===== src/rtl/piezo_sound_arbiter_pkg.sv =====
// Purpose: shared source indices, arbiter states, default tone constants and the priority encoder.
// Latency: n/a (declarations and a pure combinational helper).
// Backpressure: n/a.
package piezo_sound_arbiter_pkg;

  // Bit positions inside the one-hot grant / request vectors
  localparam int SRC_HORN  = 4;
  localparam int SRC_ALERT = 3;
  localparam int SRC_CLICK = 2;
  localparam int SRC_REV   = 1;
  localparam int SRC_ENG   = 0;
  localparam int NUM_SRC   = 5;

  // Default half-periods in clocks at 50 MHz
  localparam int DEF_HORN_HALF     = 56818;
  localparam int DEF_ALERT_HALF    = 25000;
  localparam int DEF_REV_HALF      = 31250;
  localparam int DEF_CLICK_HALF    = 12500;
  localparam int DEF_ENG_BASE_HALF = 100000;
  localparam int DEF_ENG_MIN_HALF  = 20000;

  typedef enum logic {
    ST_IDLE  = 1'b0,
    ST_SERVE = 1'b1
  } arb_state_t;

  // Fixed priority, horn highest; returns one-hot winner or zero
  function automatic logic [NUM_SRC-1:0] prio_pick(input logic [NUM_SRC-1:0] req);
    logic [NUM_SRC-1:0] win;
    win = '0;
    if (req[SRC_HORN])       win[SRC_HORN]  = 1'b1;
    else if (req[SRC_ALERT]) win[SRC_ALERT] = 1'b1;
    else if (req[SRC_CLICK]) win[SRC_CLICK] = 1'b1;
    else if (req[SRC_REV])   win[SRC_REV]   = 1'b1;
    else if (req[SRC_ENG])   win[SRC_ENG]   = 1'b1;
    return win;
  endfunction

endpackage


===== src/rtl/piezo_tone_gen.sv =====
// Purpose: square-wave generator with restart/enable; half-period captured at each toggle.
// Latency: registered output; first toggle 'half' clocks after restart.
// Backpressure: none (free-running while enabled).
// Ports: clk, rst_n (sync, active-low), restart (phase to 0, output low), enable (low holds
//        phase reset), half[17:0] (half-period in clocks), wave (square-wave output).
module piezo_tone_gen
  import piezo_sound_arbiter_pkg::*;
(
  input  logic        clk,
  input  logic        rst_n,
  input  logic        restart,
  input  logic        enable,
  input  logic [17:0] half,
  output logic        wave
);

  logic [17:0] cnt;
  logic [17:0] half_q;
  logic        at_last;

  // Compare one wider so a zero half cannot wrap into a huge terminal count
  assign at_last = ({1'b0, cnt} + 19'd1) >= {1'b0, half_q};

  always_ff @(posedge clk) begin
    if (!rst_n) begin
      cnt    <= '0;
      half_q <= '0;
      wave   <= 1'b0;
    end else if (restart || !enable) begin
      cnt    <= '0;
      half_q <= half;
      wave   <= 1'b0;
    end else if (at_last) begin
      cnt    <= '0;
      half_q <= half;
      wave   <= ~wave;
    end else begin
      cnt    <= cnt + 18'd1;
    end
  end

endmodule


===== src/rtl/piezo_sound_arbiter.sv =====
// Purpose: shares the piezo between horn/alert/click/reverse/engine with priority and min hold.
// Latency: grant registered one clock after the winning request; piezo follows the grant.
// Backpressure: losing level requests simply wait; only turn clicks are latched.
// Ports: clk, rst_n (sync, active-low), engine_on, rpm[13:0], req_horn, req_alert, req_reverse,
//        turn_edge (pulse), piezo_out (square wave), grant[4:0] (one-hot), active (grant != 0).
module piezo_sound_arbiter
  import piezo_sound_arbiter_pkg::*;
#(
  parameter int CLK_HZ        = 50_000_000,
  parameter int MIN_HOLD_MS   = 100,
  parameter int HORN_HALF     = DEF_HORN_HALF,
  parameter int ALERT_HALF    = DEF_ALERT_HALF,
  parameter int REV_HALF      = DEF_REV_HALF,
  parameter int CLICK_HALF    = DEF_CLICK_HALF,
  parameter int TURN_CLICK_MS = 5,
  parameter int REV_ON_MS     = 300,
  parameter int ENG_BASE_HALF = DEF_ENG_BASE_HALF,
  parameter int ENG_MIN_HALF  = DEF_ENG_MIN_HALF
) (
  input  logic        clk,
  input  logic        rst_n,
  input  logic        engine_on,
  input  logic [13:0] rpm,
  input  logic        req_horn,
  input  logic        req_alert,
  input  logic        req_reverse,
  input  logic        turn_edge,
  output logic        piezo_out,
  output logic [4:0]  grant,
  output logic        active
);

  localparam int PRESC_DIV = CLK_HZ / 1000;
  localparam int PW        = (PRESC_DIV > 1) ? $clog2(PRESC_DIV) : 1;
  localparam logic [PW-1:0] PRESC_LAST = PW'(PRESC_DIV - 1);
  localparam logic [15:0]   HOLD_MIN   = 16'(MIN_HOLD_MS);
  localparam logic [15:0]   CLICK_MS   = 16'(TURN_CLICK_MS);
  localparam logic [15:0]   REV_ON     = 16'(REV_ON_MS);
  localparam logic [15:0]   REV_LAST   = 16'(2 * REV_ON_MS - 1);
  localparam logic [18:0]   ENG_BASE19 = 19'(ENG_BASE_HALF);
  localparam logic [18:0]   ENG_MIN19  = 19'(ENG_MIN_HALF);

  arb_state_t    state;
  logic          click_pending;
  logic          click_rearm;   // a turn edge arrived while its click was already sounding
  logic [PW-1:0] presc;
  logic [15:0]   hold_ms;
  logic [15:0]   rev_ms;

  logic          tick;
  logic          click_done;
  logic          regrant;
  logic [4:0]    req_eff;
  logic [4:0]    winner;
  logic [4:0]    grant_nxt;
  logic [15:0]   rev_ms_nxt;
  logic          tone_en;
  logic [18:0]   rpm_x8;
  logic [17:0]   eng_half;
  logic [17:0]   half_sel;

  assign tick = (state == ST_SERVE) && (presc == PRESC_LAST);

  // Engine pitch rises with rpm; widened by one bit so large rpm clamps instead of wrapping
  always_comb begin
    rpm_x8 = {2'b00, rpm, 3'b000};
    if ((rpm_x8 + ENG_MIN19) >= ENG_BASE19) eng_half = ENG_MIN19[17:0];
    else                                    eng_half = 18'(ENG_BASE19 - rpm_x8);
  end

  always_comb begin
    click_done = (state == ST_SERVE) && grant[SRC_CLICK] && (hold_ms >= CLICK_MS);
    // At click completion the click request reflects only clicks still owed after this one
    req_eff = {req_horn, req_alert,
               click_done ? (click_rearm | turn_edge) : click_pending,
               req_reverse & engine_on, engine_on};
    winner = prio_pick(req_eff);
    if (state == ST_IDLE) begin
      regrant = |req_eff;
    end else begin
      regrant = (req_horn && !grant[SRC_HORN])
             || ((grant[SRC_ENG] || grant[SRC_REV]) && !engine_on)
             || click_done
             || ((hold_ms >= HOLD_MIN) && (winner != grant));
    end
    grant_nxt = regrant ? winner : grant;

    rev_ms_nxt = rev_ms;
    if (regrant)   rev_ms_nxt = '0;
    else if (tick) rev_ms_nxt = (rev_ms == REV_LAST) ? 16'd0 : rev_ms + 16'd1;

    // Gate and pitch use next-cycle values so the tone register lines up with the grant
    tone_en = (grant_nxt != 5'd0) && !(grant_nxt[SRC_REV] && (rev_ms_nxt >= REV_ON));

    half_sel = eng_half;
    if (grant_nxt[SRC_HORN])       half_sel = 18'(HORN_HALF);
    else if (grant_nxt[SRC_ALERT]) half_sel = 18'(ALERT_HALF);
    else if (grant_nxt[SRC_CLICK]) half_sel = 18'(CLICK_HALF);
    else if (grant_nxt[SRC_REV])   half_sel = 18'(REV_HALF);
  end

  always_ff @(posedge clk) begin
    if (!rst_n) begin
      state         <= ST_IDLE;
      grant         <= '0;
      active        <= 1'b0;
      click_pending <= 1'b0;
      click_rearm   <= 1'b0;
      presc         <= '0;
      hold_ms       <= '0;
      rev_ms        <= '0;
    end else begin
      grant         <= grant_nxt;
      active        <= |grant_nxt;
      state         <= (|grant_nxt) ? ST_SERVE : ST_IDLE;
      click_pending <= turn_edge | (click_done ? click_rearm : click_pending);
      click_rearm   <= click_done ? 1'b0 : (click_rearm | (turn_edge & grant[SRC_CLICK]));
      rev_ms        <= rev_ms_nxt;
      if (regrant) begin
        presc   <= '0;
        hold_ms <= '0;
      end else if (tick) begin
        presc   <= '0;
        hold_ms <= (hold_ms == 16'hFFFF) ? hold_ms : hold_ms + 16'd1;
      end else if (state == ST_SERVE) begin
        presc   <= presc + PW'(1);
      end
    end
  end

  piezo_tone_gen u_tone (
    .clk     (clk),
    .rst_n   (rst_n),
    .restart (regrant),
    .enable  (tone_en),
    .half    (half_sel),
    .wave    (piezo_out)
  );

endmodule

===== config.mk =====
export PLATFORM = sky130hd
export DESIGN_NAME = piezo_sound_arbiter
export DESIGN_NICKNAME = d
export VERILOG_FILES = /design/src/rtl/piezo_sound_arbiter_pkg.sv /design/src/rtl/piezo_tone_gen.sv /design/src/rtl/piezo_sound_arbiter.sv
export SDC_FILE = /design/constraint.sdc
export NUM_CORES = 1
export LEC_CHECK = 0
export CORE_MARGIN = 4
export CORE_UTILIZATION = 55
export CTS_BUF_LIST = sky130_fd_sc_hd__clkbuf_2
export CTS_CLUSTER_SIZE = 12
export DETAILED_ROUTE_END_ITERATION = 6
export PLACE_DENSITY = 0.85
export SLEW_MARGIN = 0
export SYNTH_ARGS = -nofsm -noshare
export SYNTH_HDL_FRONTEND = slang
export SYNTH_SLANG_ARGS = --single-unit

===== constraint.sdc =====
create_clock -name clk -period 4.7 [get_ports clk]
set_input_delay 0.705 -clock clk [delete_from_list [all_inputs] [get_ports clk]]
set_output_delay 0.705 -clock clk [all_outputs]
set_load 0.02 [all_outputs]

==> results.json <==
{
  "setup.worst_path.end": "u_tone.half_q[2]",
  "antenna_found_initial": 0,
  "hold_path.class": "register to register",
  "wl_per_cell_um": 15.7,
  "drt_iter0_markers": 296,
  "post_cts_buffers": 0,
  "layout_min_cycle_time_ns": 3.82,
  "cts_tree": "done",
  "cpLargestDelayFamily": "simple AND/OR/NAND/NOR gates",
  "start_util_pct": 56.1,
  "synth_nets": 749,
  "cts-resized-gates": 0,
  "first_pass_iters": 5,
  "die_w_um": 110,
  "root_buffer": "clkbuf_2",
  "worstReg2RegEnd": "u_tone.half_q[2]",
  "p_per_area_mw_per_mm2": 267,
  "tns_ns": 0,
  "yosys-top-cells-area": "dfxtp_1 (32%), ha_1 (6.1%), xnor2_1 (6.1%)",
  "utilization_pct": 60.9,
  "port-buffer-count": 27,
  "cts.sink_count": 92,
  "grt_pass1_vias": 4858,
  "status": "finished clean",
  "cp.depth": 16,
  "cp_slowest_stage_delay_ns": 0.55,
  "synth_most_common_cell": "dfxtp_1",
  "timing.final.crit_share_pct": 81.4,
  "synthCells": 700,
  "tightest_slew_ns": 0.869,
  "synth_area_mm2": 0.00576,
  "syn2layout_area_growth_pct": 8.67,
  "worstSetupStartpointType": "register",
  "critPathKind": "register to register",
  "overflow": 0,
  "end_kind": "register",
  "hold_viol": 0,
  "ios": 28,
  "place_congestion": 0.904,
  "grt_max_degree": 40,
  "synthFlopType": "dfxtp_1",
  "cts_made_buffers": 9,
  "cts_buffer_depth": 2,
  "r2r_cells": 16,
  "synthArstFlopShare_pct": 0,
  "drc_errors": 0,
  "synth_top_area_share_pct": 32.0,
  "ant_nets": 0,
  "crit_buf_inv": 1,
  "arrival_ns": 4.34,
  "peakVddDrop_v": 0.000128,
  "cp_max_fo": 12,
  "hpwlAfterDp_mm": 9.91,
  "rrSetupSlack_ns": 0.88,
  "path_cells": "and3_1 -> and2_1 -> nand4_1 -> nor2_1 -> nand3_1 -> xnor2_1 -> ha_1 -> nand3_1 -> nor2_1 -> o21ai_0 -> a211oi_1 -> nor4_1 -> buf_4 -> nand2_4 -> or3_1 -> a41o_1",
  "drive_above_1_share_pct": 5.86,
  "ys_seq_area_share_pct": 32.0,
  "critPathLaunch": "u_tone.cnt[2]",
  "avgSynthCellArea_um2": 8.23,
  "fmax_mhz": 261,
  "die_h_um": 110,
  "leakagePower_nw": 2.26,
  "synth_cell_type_count": 77,
  "synth_commonest_cells": "dfxtp_1 (92), nor2_1 (81), nand2_1 (56), xnor2_1 (40), nand3_1 (37)",
  "vias": 5187,
  "nFillCells": 888,
  "htreeDepth": 3,
  "drv_cap": 0,
  "routed_wirelength_mm": 13.4,
  "required_ns": 5.21,
  "maxSlewViolCount": 0,
  "critPathSlowestCell": "or3_1",
  "finalNetCount": 761,
  "rsz0062_at_grt": "false",
  "track_usage_pct": 23.0,
  "synth_top_cell_by_area": "dfxtp_1",
  "placementRows": 37,
  "ys_seq_elements": 92,
  "setup_viol": 0,
  "yosys_warnings": 0,
  "clk_pin_slew_worst_paths_ns": 0.26,
  "antenna_cells": 0,
  "grt_pass1_wl_mm": 22.7,
  "die_area_mm2": 0.0122,
  "core_area_mm2": 0.0103,
  "clock_latency_ns": 0.57,
  "routed_via_density": 6.08,
  "hold_buffers": 0,
  "r2r-start": "u_tone.cnt[2]",
  "finClkSkew_ns": 0.0329,
  "synth_edf_count": 0,
  "relSlewSlack_pct": 41.3
}
cell type report:
cell class | instances | area (µm²) | share of cell area (%)
clock buffer | 9 | 45.0 | 0.720
clock inverter | 7 | 115 | 1.84
inverter | 32 | 120 | 1.92
multi-input combinational | 545 | 3660 | 58.5
sequential | 92 | 1840 | 29.4
tap | 136 | 170 | 2.72
timing repair buffer | 32 | 308 | 4.92
stage by stage:
| stage | setup slack (ns) | hold slack, ns | std cells | total power, mW | area [µm²] |
|---|---|---|---|---|---|
| detailed placement | 0.414 | 0.455 | 837 | 1.18 | 6100 |
| global route | 0.576 | 0.496 | 853 | 1.74 | 6260 |
| floorplan | 1.33 | 0.435 | 700 | 1.09 | 5760 |
| finish | 0.875 | 0.474 | 853 | 1.67 | 6260 |
| CTS | 0.918 | 0.480 | 853 | 1.67 | 6260 |
| global placement | 0.564 | 0.450 | 837 | 1.16 | 6100 |
flip-flops by register name (all words and copies together), names as in the netlist:
signal	cells
u_tone.cnt	18
u_tone.half_q	17
hold_ms	16
presc	16
rev_ms	16
grant	5
active	1
click_pending	1
click_rearm	1
u_tone.wave	1
cells by family (layout without fill, tap and decap cells):
logic type	count (synthesis)	count (layout)	share of synthesized area, %
flip-flops	92	92	32.0
adder cells (fa/ha/maj)	28	28	6.08
multiplexers	10	10	1.74
AO/OA/AOI/OAI	128	128	16.6
buffers and inverters	63	80	4.50
XOR/XNOR	75	75	11.4
AND/OR/NAND/NOR	304	304	27.7
per-layer routing:
metal	up-vias	part of all wire, %	track usage, %
met2	166	48	37.9
met4	0	3.0	10.6
met3	39	4.6	3.26
met1	2429	44	29.9
met5	-	0	0
li1	2553	-	-
worst register-to-register path, cell delays in order, from the launching register on:
cell	delay, ns
dfxtp_1	0.44
and3_1	0.19
and2_1	0.22
nand4_1	0.18
nor2_1	0.26
nand3_1	0.13
xnor2_1	0.25
ha_1	0.30
nand3_1	0.13
nor2_1	0.06
o21ai_0	0.10
a211oi_1	0.08
nor4_1	0.32
buf_4	0.20
nand2_4	0.11
or3_1	0.55
a41o_1	0.29
layout by cell type, fill, tap and decap left out, types with 5 or more instances in the layout:
master and count:
nor2b_1 6, mux2i_1 10, xor2_1 35, nor3_1 15, ha_1 28, a21oi_1 27
and4_1 10, o21ai_0 21, xnor2_1 40, o211ai_1 5, o31ai_1 5, buf_4 5
a31oi_1 5, nor4_1 11, nand4_1 20, o41ai_1 7, or3_1 8, nand2_1 56
inv_1 31, clkbuf_2 9, clkdlybuf4s50_1 27, nor4b_1 5, nor2_1 81, dfxtp_1 92
o21a_1 6, and3_1 28, and2_1 6, nand3_1 37
worst min-delay path by stage:
stage	from	end	slack (ns)	cells after the start
floorplan	u_tone.half_q[17]	u_tone.half_q[17]	0.43	2
global placement	u_tone.half_q[7]	u_tone.half_q[7]	0.45	2
detailed placement	u_tone.half_q[16]	u_tone.half_q[16]	0.45	2
CTS	u_tone.half_q[16]	u_tone.half_q[16]	0.48	2
global route	u_tone.half_q[17]	u_tone.half_q[17]	0.50	2
finish	u_tone.half_q[16]	u_tone.half_q[16]	0.47	2
where the power goes:
part	total, mW	switching (mW)	internal (mW)
clock	0.500	0.274	0.226
sequential	0.836	0.0247	0.811
combinational	0.335	0.206	0.129
Power figures use the tool's default switching activity.
